[src/rtl/spi_flash_pkg.sv]
// Shared state encoding and opcode constants for the SPI flash responder.
package spi_flash_pkg;

    typedef enum logic [2:0] {
        ST_IDLE,
        ST_CMD,
        ST_ADDR,
        ST_DUMMY,
        ST_DATA,
        ST_ID,
        ST_IGNORE
    } state_t;

    localparam logic [7:0] CMD_READ      = 8'h03;
    localparam logic [7:0] CMD_FAST_READ = 8'h0B;
    localparam logic [7:0] CMD_RDID      = 8'h9F;

endpackage

[src/rtl/spi_sync_edge.sv]
// Two-flop synchronizer for an asynchronous SPI pin with registered rise/fall pulses.
module spi_sync_edge #(
    parameter logic RST_VAL = 1'b0
) (
    input  logic clk,
    input  logic reset,
    input  logic din,
    output logic rise,
    output logic fall
);

    logic s1;
    logic s2;
    logic s3;

    always_ff @(posedge clk or posedge reset) begin
        if (reset) begin
            s1   <= RST_VAL;
            s2   <= RST_VAL;
            s3   <= RST_VAL;
            rise <= 1'b0;
            fall <= 1'b0;
        end else begin
            s1   <= din;
            s2   <= s1;
            s3   <= s2;
            rise <= s2 & ~s3;
            fall <= ~s2 & s3;
        end
    end

endmodule

[src/rtl/spi_flash_responder.sv]
// Mode-0 SPI flash responder: READ / RDID, streaming bytes from a byte-wide memory port.
// Optional fast read (0x0B with 8 dummy clocks) is enabled by SPI_FLASH_FAST_READ_EN.
module spi_flash_responder
    import spi_flash_pkg::*;
#(
    parameter int unsigned ADDR_W   = 16,
    parameter logic [23:0] JEDEC_ID = 24'hEF4016
) (
    input  logic              clk,
    input  logic              reset,
    input  logic              i_flash_sclk,
    input  logic              i_flash_cs_n,
    input  logic              i_flash_mosi,
    output logic              o_flash_miso,
    output logic              o_mem_rd,
    output logic [ADDR_W-1:0] o_mem_addr,
    input  logic [7:0]        i_mem_rdata
);

    logic sclk_rise, sclk_fall, cs_rise, cs_fall;
    logic mosi_m, mosi_s;

    spi_sync_edge #(.RST_VAL(1'b0)) u_sclk (
        .clk(clk), .reset(reset), .din(i_flash_sclk), .rise(sclk_rise), .fall(sclk_fall)
    );

    spi_sync_edge #(.RST_VAL(1'b1)) u_cs (
        .clk(clk), .reset(reset), .din(i_flash_cs_n), .rise(cs_rise), .fall(cs_fall)
    );

    // MOSI lines up with the registered SCLK rise pulse one cycle after its second flop.
    always_ff @(posedge clk or posedge reset) begin
        if (reset) begin
            mosi_m <= 1'b0;
            mosi_s <= 1'b0;
        end else begin
            mosi_m <= i_flash_mosi;
            mosi_s <= mosi_m;
        end
    end

    state_t            state, state_nxt;
    logic [2:0]        bit_cnt, bit_cnt_nxt;
    logic [1:0]        byte_cnt, byte_cnt_nxt;
    logic [6:0]        cmd_sh, cmd_sh_nxt;
    logic [ADDR_W-1:0] addr_sh, addr_sh_nxt;
    logic [7:0]        tx_sr, tx_sr_nxt;
    logic [7:0]        pf_byte, pf_byte_nxt;
    logic              rd_d, rd_d_nxt;
    logic              primed, primed_nxt;
    logic              fast, fast_nxt;
    logic              miso_nxt;
    logic              mem_rd_nxt;
    logic [ADDR_W-1:0] mem_addr_nxt;
    logic [7:0]        opcode;
    logic [ADDR_W-1:0] addr_new;

    always_ff @(posedge clk or posedge reset) begin
        if (reset) begin
            state        <= ST_IDLE;
            bit_cnt      <= 3'd0;
            byte_cnt     <= 2'd0;
            cmd_sh       <= 7'd0;
            addr_sh      <= '0;
            tx_sr        <= 8'd0;
            pf_byte      <= 8'd0;
            rd_d         <= 1'b0;
            primed       <= 1'b0;
            fast         <= 1'b0;
            o_flash_miso <= 1'b0;
            o_mem_rd     <= 1'b0;
            o_mem_addr   <= '0;
        end else begin
            state        <= state_nxt;
            bit_cnt      <= bit_cnt_nxt;
            byte_cnt     <= byte_cnt_nxt;
            cmd_sh       <= cmd_sh_nxt;
            addr_sh      <= addr_sh_nxt;
            tx_sr        <= tx_sr_nxt;
            pf_byte      <= pf_byte_nxt;
            rd_d         <= rd_d_nxt;
            primed       <= primed_nxt;
            fast         <= fast_nxt;
            o_flash_miso <= miso_nxt;
            o_mem_rd     <= mem_rd_nxt;
            o_mem_addr   <= mem_addr_nxt;
        end
    end

    always_comb begin
        state_nxt    = state;
        bit_cnt_nxt  = bit_cnt;
        byte_cnt_nxt = byte_cnt;
        cmd_sh_nxt   = cmd_sh;
        addr_sh_nxt  = addr_sh;
        tx_sr_nxt    = tx_sr;
        pf_byte_nxt  = pf_byte;
        rd_d_nxt     = o_mem_rd;
        primed_nxt   = primed;
        fast_nxt     = fast;
        miso_nxt     = o_flash_miso;
        mem_rd_nxt   = 1'b0;
        mem_addr_nxt = o_mem_addr;
        opcode       = {cmd_sh, mosi_s};
        addr_new     = {addr_sh[ADDR_W-2:0], mosi_s};

        // CS_n rise outranks every SCLK edge and drops any read in flight.
        if (cs_rise) begin
            state_nxt  = ST_IDLE;
            miso_nxt   = 1'b0;
            rd_d_nxt   = 1'b0;
            primed_nxt = 1'b0;
        end else begin
            case (state)
                ST_IDLE: begin
                    miso_nxt = 1'b0;
                    if (cs_fall) begin
                        state_nxt    = ST_CMD;
                        bit_cnt_nxt  = 3'd0;
                        byte_cnt_nxt = 2'd0;
                        fast_nxt     = 1'b0;
                        primed_nxt   = 1'b0;
                    end
                end
                ST_CMD: begin
                    miso_nxt = 1'b0;
                    if (sclk_rise) begin
                        cmd_sh_nxt  = opcode[6:0];
                        bit_cnt_nxt = bit_cnt + 3'd1;
                        if (bit_cnt == 3'd7) begin
                            bit_cnt_nxt = 3'd0;
                            case (opcode)
                                CMD_READ: state_nxt = ST_ADDR;
`ifdef SPI_FLASH_FAST_READ_EN
                                CMD_FAST_READ: begin
                                    state_nxt = ST_ADDR;
                                    fast_nxt  = 1'b1;
                                end
`endif
                                CMD_RDID: begin
                                    state_nxt = ST_ID;
                                    tx_sr_nxt = JEDEC_ID[23:16];
                                end
                                default: state_nxt = ST_IGNORE;
                            endcase
                        end
                    end
                end
                ST_ADDR: begin
                    miso_nxt = 1'b0;
                    if (sclk_rise) begin
                        addr_sh_nxt = addr_new;
                        bit_cnt_nxt = bit_cnt + 3'd1;
                        if (bit_cnt == 3'd7) begin
                            byte_cnt_nxt = byte_cnt + 2'd1;
                            if (byte_cnt == 2'd2) begin
                                if (fast) begin
                                    state_nxt = ST_DUMMY;
                                end else begin
                                    state_nxt    = ST_DATA;
                                    mem_rd_nxt   = 1'b1;
                                    mem_addr_nxt = addr_new;
                                end
                            end
                        end
                    end
                end
                ST_DUMMY: begin
                    miso_nxt = 1'b0;
                    if (sclk_rise) begin
                        bit_cnt_nxt = bit_cnt + 3'd1;
                        if (bit_cnt == 3'd7) begin
                            state_nxt    = ST_DATA;
                            mem_rd_nxt   = 1'b1;
                            mem_addr_nxt = addr_sh;
                        end
                    end
                end
                ST_DATA: begin
                    // First returned byte goes straight to the shifter; later ones wait in pf_byte.
                    if (rd_d) begin
                        if (!primed) begin
                            tx_sr_nxt    = i_mem_rdata;
                            primed_nxt   = 1'b1;
                            mem_rd_nxt   = 1'b1;
                            mem_addr_nxt = ADDR_W'(o_mem_addr + 1'b1);
                        end else begin
                            pf_byte_nxt = i_mem_rdata;
                        end
                    end
                    if (sclk_fall) begin
                        miso_nxt    = tx_sr[7];
                        bit_cnt_nxt = bit_cnt + 3'd1;
                        if (bit_cnt == 3'd7) begin
                            tx_sr_nxt    = pf_byte;
                            mem_rd_nxt   = 1'b1;
                            mem_addr_nxt = ADDR_W'(o_mem_addr + 1'b1);
                        end else begin
                            tx_sr_nxt = {tx_sr[6:0], 1'b0};
                        end
                    end
                end
                ST_ID: begin
                    if (sclk_fall) begin
                        miso_nxt    = tx_sr[7];
                        bit_cnt_nxt = bit_cnt + 3'd1;
                        if (bit_cnt == 3'd7) begin
                            if (byte_cnt != 2'd3) begin
                                byte_cnt_nxt = byte_cnt + 2'd1;
                            end
                            case (byte_cnt)
                                2'd0:    tx_sr_nxt = JEDEC_ID[15:8];
                                2'd1:    tx_sr_nxt = JEDEC_ID[7:0];
                                default: tx_sr_nxt = 8'd0;
                            endcase
                        end else begin
                            tx_sr_nxt = {tx_sr[6:0], 1'b0};
                        end
                    end
                end
                ST_IGNORE: begin
                    miso_nxt = 1'b0;
                end
                default: begin
                    state_nxt = ST_IDLE;
                    miso_nxt  = 1'b0;
                end
            endcase
        end
    end

endmodule

[config.mk]
export PLATFORM = sky130hd
export DESIGN_NAME = spi_flash_responder
export DESIGN_NICKNAME = d
export VERILOG_FILES = /design/src/rtl/spi_flash_pkg.sv /design/src/rtl/spi_sync_edge.sv /design/src/rtl/spi_flash_responder.sv
export SDC_FILE = /design/constraint.sdc
export NUM_CORES = 1
export LEC_CHECK = 0
export BUFFER_PORTS_ARGS = -buffer_cell sky130_fd_sc_hd__buf_4
export CAP_MARGIN = 20
export CORE_ASPECT_RATIO = 1.75
export CORE_MARGIN = 2
export CORE_UTILIZATION = 60
export DETAILED_ROUTE_END_ITERATION = 12
export PLACE_DENSITY = 0.82
export SYNTH_ARGS = -nofsm -noshare
export SYNTH_HDL_FRONTEND = slang
export SYNTH_SLANG_ARGS = --single-unit
[constraint.sdc]
create_clock -name clk -period 6.8 [get_ports clk]
set_input_delay 0.34 -clock clk [delete_from_list [all_inputs] [get_ports clk]]
set_output_delay 0.34 -clock clk [all_outputs]
set_load 0.02 [all_outputs]
Word-level counts from Yosys, hierarchy flattened
Cells that the tools add are included.

Bits in registers: 79. Bits in latches: 0. RAM bits: 0. Memory bits (read-only): 0. Output and inout bits: 18. Memories kept: 0.

Add/sub/neg operators: 3. $mul: 0. Div/mod/pow operators: 0. $lt $le $gt $ge: 0. Equal/unequal tests: 39. Shift operators: 0. Muxes and demuxes: 64. Bitwise gates (word level): 9. Reduce and logical (&&, ||, !) cells: 19.

Operators by type and width (count): $mux 16 (9); $mux 8 (9); $pmux 16 s3 (1); $mux 3 (14); $pmux 8 s3 (1); $ne 3x2->1 const B (7); $mux 1 (17); $add 16x1->16 const B (1); $ne 2x1->1 const B (8); $ne 2x2->1 const B (8); $reduce_and 8->1 (2); $ne 3x1->1 const B (5); $pmux 3 s5 (1); $pmux 7 s2 (1); $eq 3x3->1 const B (4); $mux 2 (6); $pmux 3 s4 (1); $reduce_bool 3->1 (4); $reduce_and 3->1 (3); $reduce_and 9->1 (1); $eq 8x2->1 const B (1); $eq 8x8->1 const B (1); $reduce_and 7->1 (1); $eq 3x2->1 const B (2); 18 further kinds (26).

Depth between registers and ports, before layout
Gate-level depths: netlist of run 1.

Word-level depth: 6. Gate-level depth with buffers: 8. Depth with buffers taken out: 7.

By module
A second synthesis of run 1 with hierarchy kept.

Cell total of the unflattened synthesis: 425. Area, all modules: 4446.8 µm².

By module, submodules not included: spi_flash_responder (instances 1, cells an instance 409, area an instance 4155.2 µm²); spi_sync_edge (u_cs) (instances 1, cells an instance 8, area an instance 147.6 µm²); spi_sync_edge (u_sclk) (instances 1, cells an instance 8, area an instance 143.9 µm²).

Least setup slack after synthesis of run 1
OpenSTA, ideal clock, no wires.

Kind: register to register. Start: register bit_cnt[0]. End: register o_mem_addr[13]. Arrival: 1.855 ns. Required time: 6.718 ns. Setup slack: 4.862 ns. Stages on the path, launching flop included: 8. Buffers on the path: 0. Cells stage by stage: dfrtp_1 -> ha_1 -> ha_1 -> nand2_2 -> a21o_1 -> or4_4 -> o31a_1 -> o22ai_1.

Cells in the longest elaborated chain, start to end: 4. Elaborated cells between the ends (all ways): 7. Those cells by class: eq/ne (3); mux (3); reduce/logical (1).

Ends and longest elaborated chain: from (decl) (RTL line spi_flash_responder.sv:43) `logic [2:0] bit_cnt, bit_cnt_nxt;`; from (signal assigned) (RTL line spi_flash_responder.sv:75) `bit_cnt <= bit_cnt_nxt;`; $eq 3x3->1 (*) (RTL line spi_flash_responder.sv:154, spi_flash_responder.sv:172, spi_flash_responder.sv:194); $mux 16 (RTL line spi_flash_responder.sv:194) `if (bit_cnt == 3'd7) begin`; $mux 16 (RTL line spi_flash_responder.sv:191) `if (sclk_fall) begin`; $pmux 16 s3 (RTL line spi_flash_responder.sv:114) `case (state)`; to (signal assigned) (RTL line spi_flash_responder.sv:86) `o_mem_addr <= mem_addr_nxt;`; to (decl) (RTL line spi_flash_responder.sv:16) `output logic [ADDR_W-1:0] o_mem_addr,`.

Every way passes the cells marked *; elsewhere a longest branch is shown, timed or not. A chain may end at the register's enable or synchronous reset.

Worst setup path in the final report of run 1
Start: register bit_cnt[0]. End: register o_mem_addr[11].

The elaborated chain is that of the path after synthesis.

==> results_dict.tcl, run 1 <==
set metrics [dict create \
    drt_first_pass_iters 5 \
    ys.flop_type "dfrtp_1" \
    cts-root-buf "clkbuf_16" \
    slew_violations 0 \
    grt_pass1_wl_um 15900 \
    wirelength_um 9680 \
    whs_ns 0.109 \
    tns_ns 0 \
    arrival_ns 3.04 \
    chipHeight_um 115 \
    r2r-start "bit_cnt[0]" \
    max_slew_margin 0.311 \
    cp_slowest_cell "ha_1" \
    period_minus_slack_ns 2.78 \
    reg2reg_depth 7 \
    fin_crit_sh 0.409 \
    met2_length_um 5350 \
    gp_congestion 0.884 \
    worstHoldPathCells 1 \
    dp_cells 516 \
    route.met3.wl_um 355 \
    setup_violations 0 \
    die_w_um 67.5 \
    irDropWorstVdd_v 0.000240 \
    top_layer_used "met4" \
    port-buffer-count 30 \
    yosysUniqueCellTypes 61 \
    io_pins 31 \
    end_kind "register" \
    synth-seq-area-share 0.468 \
    start_util 0.617 \
    outcome "complete, no violations" \
    seqPwrFrac 0.371 \
    internal-power_w 0.00115 \
    p_per_area_nw_per_um2 360 \
    vias 3389 \
    p_leak_nw 2.14 \
    maxCapViolations 0 \
    rsz0062_at_grt "false" \
    viasPerCell 6.37 \
    cts_resized 0 \
    grt_usage 0.273 \
    final_cells 532 \
    clock_sink_count 79 \
    hold_path_class "in2reg" \
    die_area_um2 7770 \
    synth_seq_cells 79 \
    start_kind "register" \
    p_switching_w 0.000584 \
    htree_levels 3 \
    swShare 0.337 \
    drt_iter0_drc 301 \
    grt_pass1_vias 3411 \
    cts_made_buffers 9 \
    clock-skew-final_ns 0.00893 \
    hold_viol_final 0 \
    fmax_ghz 0.360 \
    overflow 0 \
    worst_slew_pin_slew_ns 1.03 \
    synth_edf_count 0 \
    syn_inst 424 \
    synth_area_um2 4230 \
    cts_buffer_depth 2 \
    n_antenna_cell 0 \
    power_frac_comb 0.286 \
    post-cts-setup-buffers 0 \
    critPathMaxStageDelay_ns 0.69 \
    crit_type "reg2reg" \
    worst_ep_required_time_ns 7.06 \
    dpl.hpwl_um 6290 \
    syn2layout_area_growth_pct 14.0 \
    hold_end "u_cs.s1" \
    critPathMaxFanout 23 \
    rows 40 \
    syn_avg_cell_area_um2 9.98 \
    m1WireLength_um 3520 \
    ant_nets 0 \
    synth_warnings 0 \
    synthArstFlopShare 1.00 \
    finalNetCount 463 \
    p_clk_frac 0.343 \
    drive_gt1_frac 0.217 \
    antenna_found_initial 0 \
    syn_nets 444 \
    hold_start "i_flash_cs_n" \
    final_util 0.703 \
    regToRegEndpoint "o_mem_addr[11]" \
    worstPathCellList "ha_1 -> ha_1 -> nand2_2 -> a211oi_1 -> nand2_1 -> o31a_1 -> o21ai_0" \
    postCtsHoldBufs 0 \
    grt_max_degree 80 \
    drc 0 \
    avgRoutedWirePerCell_um 18.2 \
    clock_latency_ns 0.34 \
    cts.clk_slew.worst_paths_ns 0.06 \
    crit_top_cell "ha_1" \
    core_area_um2 6860 \
    cts_tree "built" \
    r2r_setup_slack_ns 4.02 \
]
[cell usage in the layout, fill, tap and decap left out, types with 5 or more instances in the layout]
cell type,count
nor2b_1,5
clkbuf_16,9
buf_4,33
a21oi_1,35
nand2b_1,11
o21ai_0,32
dfrtp_1,76
nand3_1,9
or3_1,6
o32ai_1,5
a211oi_1,6
a22oi_1,5
a31oi_1,6
mux2_2,35
nor2_1,26
nor3_1,13
inv_1,16
nand2_1,32
mux2i_1,7
ha_1,7
[worst max path at each step]
stage,startpoint,end,slack (ns)
2_1_floorplan,reset,addr_sh[0],4.44
3_3_place_gp,bit_cnt[0],o_mem_addr[13],4.14
3_5_place_dp,bit_cnt[0],o_mem_addr[13],4.11
4_1_cts,bit_cnt[0],o_mem_addr[11],4.06
5_1_grt,bit_cnt[0],o_mem_addr[11],3.74
6_report,bit_cnt[0],o_mem_addr[11],4.02
[area by class of cell]
type / count / area (µm²)
multi-input combinational: 303 / 2050
fill: 481 / 2030
sequential: 79 / 1980
timing repair buffer: 33 / 248
clock buffer: 11 / 243
clock inverter: 5 / 129
tap: 84 / 105
inverter: 17 / 63.8
[layer usage]
metal | vias to the layer above | track usage
met2 | 112 | 0.477
met1 | 1657 | 0.300
li1 | 1583 | -
met3 | 37 | 0.0431
met4 | 0 | 0.165
met5 | - | 0
[cells in the mapped netlist (all sizes together), types with 6 or more instances]
master / n / area share
nand2: 33 / 0.030
ha: 7 / 0.021
nor3: 14 / 0.019
a31oi: 6 / 0.0089
nand3: 9 / 0.011
a21oi: 35 / 0.041
buf: 12 / 0.020
a211oi: 6 / 0.011
inv: 17 / 0.015
mux2: 35 / 0.093
nand2b: 12 / 0.020
mux2i: 7 / 0.017
clkbuf: 13 / 0.012
o21ai: 34 / 0.040
nor2: 27 / 0.025
dfrtp: 76 / 0.45
or3: 6 / 0.0089
[power by group through the flow]
| stage | clock (W) | combinational [W] | sequential [W] |
|---|---|---|---|
| finish | 0.000594 | 0.000496 | 0.000644 |
| floorplan | 0 | 0.000393 | 0.000622 |
| detailed placement | 0 | 0.000482 | 0.000650 |
| global route | 0.000622 | 0.000547 | 0.000657 |
| global placement | 0 | 0.000467 | 0.000643 |
| CTS | 0.000600 | 0.000495 | 0.000641 |
[logic make-up (layout without fill, tap and decap cells)]
| kind of cell | Yosys count | count (layout) | synth area share |
|---|---|---|---|
| adders and majority gates | 7 | 7 | 0.0207 |
| muxes | 42 | 42 | 0.110 |
| DFF | 79 | 79 | 0.468 |
| buffers and inverters | 42 | 66 | 0.0467 |
| AOI/OAI and AO/OA | 124 | 124 | 0.187 |
| and+or+nand+nor | 130 | 130 | 0.168 |
[through the flow]
stage	power (W)	setup WS (ns)	cell area, µm²
2_1_floorplan	0.00101	4.44	4230
3_3_place_gp	0.00111	4.14	4450
3_5_place_dp	0.00113	4.11	4450
4_1_cts	0.00174	4.06	4820
5_1_grt	0.00183	3.74	4820
6_report	0.00173	4.02	4820
[state kept, by name, summed over array words and instances (netlist names), 2 cells and up]
name,flops
cmd_sh,7
tx_sr,8
bit_cnt,3
byte_cnt,2
state,3
pf_byte,8
o_mem_addr,16
addr_sh,16
[worst max-delay path: cells and delay by family, from the launching register on]
family / cells / cell delay, ns
and+or+nand+nor: 2 / 0.43
AOI/OAI and AO/OA: 3 / 1.05
DFF: 1 / 0.37
adders and majority gates: 2 / 0.85
Note: power is estimated with default switching activity, not from simulation.
==> run 2: changes to the inputs <==
==> constraint.sdc (replaced) <==
create_clock -name clk -period 2.6 [get_ports clk]
set_input_delay 0.13 -clock clk [delete_from_list [all_inputs] [get_ports clk]]
set_output_delay 0.13 -clock clk [all_outputs]
set_load 0.02 [all_outputs]
==> run 2 against run 1 <==
Effect of this change: via count rose by 1.3%; wire length down 1.8%; total power is 150% higher; first-iteration DRC count shrank 18%; fmax is 27% higher; largest power group unchanged; clock power increased by 110%; hold slack got worse by 0.076 ns; clock skew down 0.0022 ns; sequential share of layout area is 0.42 points lower; flip-flop and latch count unchanged.
==> results_dict.tcl, run 2 (synthesis results as in run 1) <==
set metrics [dict create \
    avgRoutedWirePerCell_um 17.4 \
    p_leak_nw 2.18 \
    cp_slowest_cell "dfrtp_1" \
    gp_congestion 0.929 \
    clock-skew-final_ns 0.00669 \
    reg2reg_depth 3 \
    die_w_um 67.5 \
    drc 0 \
    cts_resized 0 \
    setup_violations 0 \
    dpl_cell_area_um2 4540 \
    drt_first_pass_iters 5 \
    end_kind "register" \
    cts-root-buf "clkbuf_16" \
    hold_end "pf_byte[2]" \
    reg_top3 "addr_sh x16, o_mem_addr x16" \
    critPathMaxFanout 22 \
    final_cell_mix "76 x dfrtp_1, 42 x buf_4, 35 x a21oi_1, 35 x mux2_2" \
    finalNetCount 477 \
    irDropWorstVdd_v 0.000575 \
    chipHeight_um 115 \
    internal-power_w 0.00277 \
    postCtsHoldBufs 4 \
    maxCapViolations 0 \
    fin_area_um2 4870 \
    fin_crit_sh 0.845 \
    vias 3433 \
    crit_type "reg2reg" \
    io_pins 31 \
    hold_viol_final 0 \
    drt_iter0_drc 246 \
    hold_start "i_mem_rdata[2]" \
    arrival_ns 2.42 \
    r2r-start "state[2]" \
    port-buffer-count 30 \
    slew_violations 0 \
    p_per_area_nw_per_um2 879 \
    p_clk_frac 0.290 \
    layout_commonest_cell "dfrtp_1" \
    regToRegEndpoint "pf_byte[3]" \
    tns_ns 0 \
    post-cts-setup-buffers 0 \
    ant_nets 0 \
    htree_levels 3 \
    critPathMaxStageDelay_ns 0.61 \
    overflow 0 \
    start_kind "register" \
    clock_sink_count 79 \
    swShare 0.353 \
    rows 40 \
    clock_latency_ns 0.34 \
    cts_buffer_depth 2 \
    rsz0062_at_grt "false" \
    drive_gt1_frac 0.227 \
    cts_made_buffers 9 \
    worst_slew_pin_slew_ns 0.589 \
    worstHoldPathCells 2 \
    die_area_um2 7770 \
    hold_path_class "in2reg" \
    cts.clk_slew.worst_paths_ns 0.06 \
    seqPwrFrac 0.388 \
    period_minus_slack_ns 2.20 \
    n_fill_cell 494 \
    p_switching_w 0.00151 \
    start_util 0.617 \
    power_frac_comb 0.322 \
    dpl.hpwl_um 6670 \
    syn2layout_area_growth_pct 15.1 \
    antenna_found_initial 0 \
    worstPathCellList "or3b_4 -> nor3_4 -> mux2_2" \
    n_antenna_cell 0 \
    r2r_setup_slack_ns 0.40 \
    fmax_ghz 0.455 \
    grt_pass1_vias 3377 \
    grt_max_degree 80 \
    wirelength_um 9510 \
    max_slew_margin 0.608 \
    viasPerCell 6.29 \
    worst_ep_required_time_ns 2.82 \
    grt_usage 0.275 \
    whs_ns 0.0331 \
    outcome "complete, no violations" \
    core_area_um2 6860 \
    grt_pass1_wl_um 15900 \
    cts_tree "built" \
]
-- run 2: cell types whose count changed in the layout (fill, tap and decap cells not counted), sizes merged --
| cell | before | now |
|---|---|---|
| bufinv | 4 | 1 |
| clkbuf | 11 | 13 |
| clkinv | 1 | 2 |
| dlygate4sd3 | 0 | 4 |
| buf | 33 | 43 |
-- run 2: how the worst max path moves through the flow --
stage | startpoint | to | cells after the start
after floorplan | reset | addr_sh[0] | 1
after global placement | state[2] | pf_byte[3] | 3
after detailed placement | state[1] | tx_sr[1] | 5
after CTS | state[2] | pf_byte[3] | 3
after global routing | bit_cnt[0] | tx_sr[2] | 7
final | state[2] | pf_byte[3] | 3
-- run 2: per-layer routing --
metal / wire (µm) / share of wire / track usage
met1: 3590 / 0.38 / 0.303
met2: 5060 / 0.53 / 0.458
met3: 381 / 0.040 / 0.0656
met4: 471 / 0.050 / 0.182
met5: 0 / 0 / 0
-- run 2: critical path: cells and delay by family, from the launching register on --
family,cells,cell delay (ns)
flops,1,0.61
mux,1,0.39
simple gates,2,1.07
-- run 2: power groups by stage --
stage | Combinational (W) | Clock [W] | Sequential [W]
6_report | 0.00138 | 0.00124 | 0.00166
5_1_grt | 0.00152 | 0.00131 | 0.00169
4_1_cts | 0.00137 | 0.00126 | 0.00165
3_5_place_dp | 0.00135 | 0 | 0.00167
3_3_place_gp | 0.00131 | 0 | 0.00166
2_1_floorplan | 0.00103 | 0 | 0.00163
-- run 2: through the flow --
stage	util	power, W	std cells	setup slack [ns]
global placement	0.662	0.00297	526	0.458
global route	0.711	0.00453	546	0.109
detailed placement	0.662	0.00302	526	0.422
floorplan	-	0.00265	424	0.452
finish	0.711	0.00428	546	0.404
CTS	0.711	0.00428	546	0.420
-- run 2: layout make-up --
class                      count  area [µm²]  area share
clock inverter                 3        43.8     0.00899
clock buffer                  13         250      0.0514
sequential                    79        1980       0.407
timing repair buffer          47         375      0.0770
tap                           84         105      0.0216
multi-input combinational    303        2050       0.421
inverter                      17        63.8      0.0131
==> run 3: changes to the inputs <==
--- a/config.mk
+++ b/config.mk
@@ -5,13 +5,14 @@
 export SDC_FILE = /design/constraint.sdc
 export NUM_CORES = 1
 export LEC_CHECK = 0
+export ABC_AREA = 1
 export BUFFER_PORTS_ARGS = -buffer_cell sky130_fd_sc_hd__buf_4
 export CAP_MARGIN = 20
 export CORE_ASPECT_RATIO = 1.75
 export CORE_MARGIN = 2
-export CORE_UTILIZATION = 60
+export CORE_UTILIZATION = 55
 export DETAILED_ROUTE_END_ITERATION = 12
-export PLACE_DENSITY = 0.82
+export PLACE_DENSITY = 0.8
 export SYNTH_ARGS = -nofsm -noshare
 export SYNTH_HDL_FRONTEND = slang
 export SYNTH_SLANG_ARGS = --single-unit
==> constraint.sdc (replaced) <==
create_clock -name clk -period 1.8 [get_ports clk]
set_input_delay 0.09 -clock clk [delete_from_list [all_inputs] [get_ports clk]]
set_output_delay 0.09 -clock clk [all_outputs]
set_load 0.02 [all_outputs]
==> run 3 against run 2 <==
Effect of this change: global-route usage grew 1.3 points; wire length grew 28%; register-to-register slack lost 0.35 ns; critical path depth grew 7; die area grew 13%; clock skew grew 0.0024 ns; critical path type unchanged.
==> results_dict.tcl, run 3 <==
set metrics [dict create \
    r2r-start "bit_cnt[1]" \
    gp_congestion 0.948 \
    die_w_um 71.6 \
    die_area_um2 8770 \
    worstPathCellList "ha_2 -> ha_4 -> buf_6 -> inv_6 -> nand2_2 -> o211ai_2 -> nor2_4 -> nand2_4 -> nand2_1 -> nand2_1" \
    grt_usage 0.289 \
    syn_inst 573 \
    synth_warnings 0 \
    ant_nets 0 \
    io_pins 31 \
    crit_family "simple AND/OR/NAND/NOR gates" \
    cts_buffer_depth 2 \
    yosys.area.top_type "dfrtp_1" \
    yosys-top-cells-count "146 x nand2_1, 76 x dfrtp_1, 61 x nor2_1, 60 x inv_1, 41 x nand3_1" \
    cp_slowest_cell "dfrtp_1" \
    fmax_ghz 0.574 \
    worst-path-buf-inv 2 \
    chipHeight_um 122 \
    clock_sink_count 79 \
    drc 0 \
    htree_levels 3 \
    antenna_found_initial 0 \
    cts-root-buf "clkbuf_16" \
    crit_top_cell "nand2_1" \
    dp_cells 702 \
    yosysUniqueCellTypes 36 \
    rows 43 \
    avgRoutedWirePerCell_um 16.5 \
    syn_avg_cell_area_um2 7.69 \
    hold_viol_final 0 \
    core_area_um2 7860 \
    finalNetCount 661 \
    layout_commonest_cell "nand2_1" \
    hold_path_class "in2reg" \
    critPathMaxStageDelay_ns 0.35 \
    cts_tree "built" \
    port-buffer-count 30 \
    period_minus_slack_ns 1.74 \
    m1WireLength_um 4400 \
    final_cells 736 \
    critPathMaxFanout 8 \
    setup_violations 0 \
    drive_gt1_frac 0.240 \
    synth_seq_cells 79 \
    irDropWorstVdd_v 0.000937 \
    ys.flop_type "dfrtp_1" \
    drt_iter0_drc 347 \
    vias 4222 \
    pre_cts_slack_ns -0.0722 \
    yosysMostFrequentCell "nand2_1" \
    n_antenna_cell 0 \
    power_w 0.00810 \
    cts_made_buffers 9 \
    outcome "complete, no violations" \
    clock_latency_ns 0.34 \
    p_leak_nw 2.58 \
    netlist.area_leader.share 0.432 \
    start_kind "register" \
    worst_ep_required_time_ns 2.02 \
    clock-skew-final_ns 0.00905 \
    wirelength_um 12200 \
    dpl.hpwl_um 8230 \
    met2_length_um 6480 \
    syn2layout_area_growth_pct 22.6 \
    syn_nets 593 \
    drt_first_pass_iters 5 \
    slew_violations 0 \
    end_kind "register" \
    fin_crit_sh 0.968 \
    max_slew_margin 0.721 \
    route.met3.wl_um 471 \
    synthArstFlopShare 1.00 \
    start_util 0.561 \
    maxCapViolations 0 \
    overflow 0 \
    arrival_ns 1.97 \
    startpoint "bit_cnt[1]" \
    grt_max_degree 80 \
    worst_slack_ns 0.0580 \
    viasPerCell 5.74 \
    synth-seq-area-share 0.450 \
    synth_edf_count 0 \
    reg_top3 "addr_sh x16, o_mem_addr x16" \
    cts.clk_slew.worst_paths_ns 0.06 \
    top_layer_used "met4" \
    crit_type "reg2reg" \
    worst_slew_pin_slew_ns 0.419 \
    synth_area_um2 4400 \
    hold_start "i_mem_rdata[6]" \
    p_per_area_nw_per_um2 1500 \
    grt_pass1_vias 4133 \
    final_cell_mix "141 x nand2_1, 74 x dfrtp_1, 61 x buf_4" \
    grt_pass1_wl_um 19300 \
    synth_area_leaders "dfrtp_1 43%, nand2_1 12%, nor2_1 5.2%, inv_1 5.1%, nand3_1 4.7%" \
]
run 3: cell count changes in the layout (fill, tap and decap cells not counted), sizes merged, moves of 8 or more:
cell,change
o21ai,+15
nand3,+32
nor3,-8
nor2,+53
inv,+49
o22ai,+9
buf,+21
mux2,-30
nand2,+127
nand2b,-12
run 3: final timing paths:
kind	slack, ns	end	cells after the start
min reg2reg	0.34	u_sclk.s2	0
max reg2reg	0.06	tx_sr[6]	10
min in group asynchronous	0.42	addr_sh[8]	4
max in group asynchronous	1.03	u_cs.s2	4
max	0.06	tx_sr[6]	10
min	0.007	pf_byte[6]	2
run 3: what timing repair did:
action                                  in CTS  in global routing
endpoints found under the hold margin       83                  0
hold buffers                                 8                  0
endpoints found under the setup margin      19                 35
setup buffers                                3                  5
gates resized for setup                      3                 22
cloned                                       1                  1
pin swaps                                    1                  8
run 3: where the power goes:
| group | switching (W) | internal, W |
|---|---|---|
| Sequential | 0.000520 | 0.00221 |
| Combinational | 0.00211 | 0.00126 |
| Clock | 0.000740 | 0.00126 |
| Total | 0.00337 | 0.00473 |
run 3: stage by stage:
stage               setup TNS [ns]  hold slack (ns)  cell area, µm²   util
floorplan                        0           0.0945            4410      -
global placement                 0            0.201            4840  0.616
detailed placement          -0.213            0.203            4840  0.616
CTS                        -0.0750          0.00205            5280  0.673
global route               -0.0371          0.00207            5400  0.687
finish                           0          0.00673            5400  0.687
run 3: cell type report:
class,count,area [µm²]
clock buffers,10,239
clock inverters,6,92.6
fillers,631,2460
inverters,66,267
multi-input cells,413,2120
flip-flops and latches,79,1980
well taps,90,113
repair buffers,72,581
run 3: cells by family after synthesis:
group / after synthesis / synth area share
AO/OA/AOI/OAI: 101 / 0.133
adder cells (fa/ha/maj): 7 / 0.0199
buffers and inverters: 83 / 0.0844
flip-flops: 79 / 0.450
multiplexers: 5 / 0.0128
AND/OR/NAND/NOR: 298 / 0.301
run 3: per-layer routing:
layer  vias to the layer above  track usage
li1                       1996            -
met3                        58       0.0468
met1                      1990        0.303
met4                         0        0.203
met5                         -            0
met2                       178        0.512
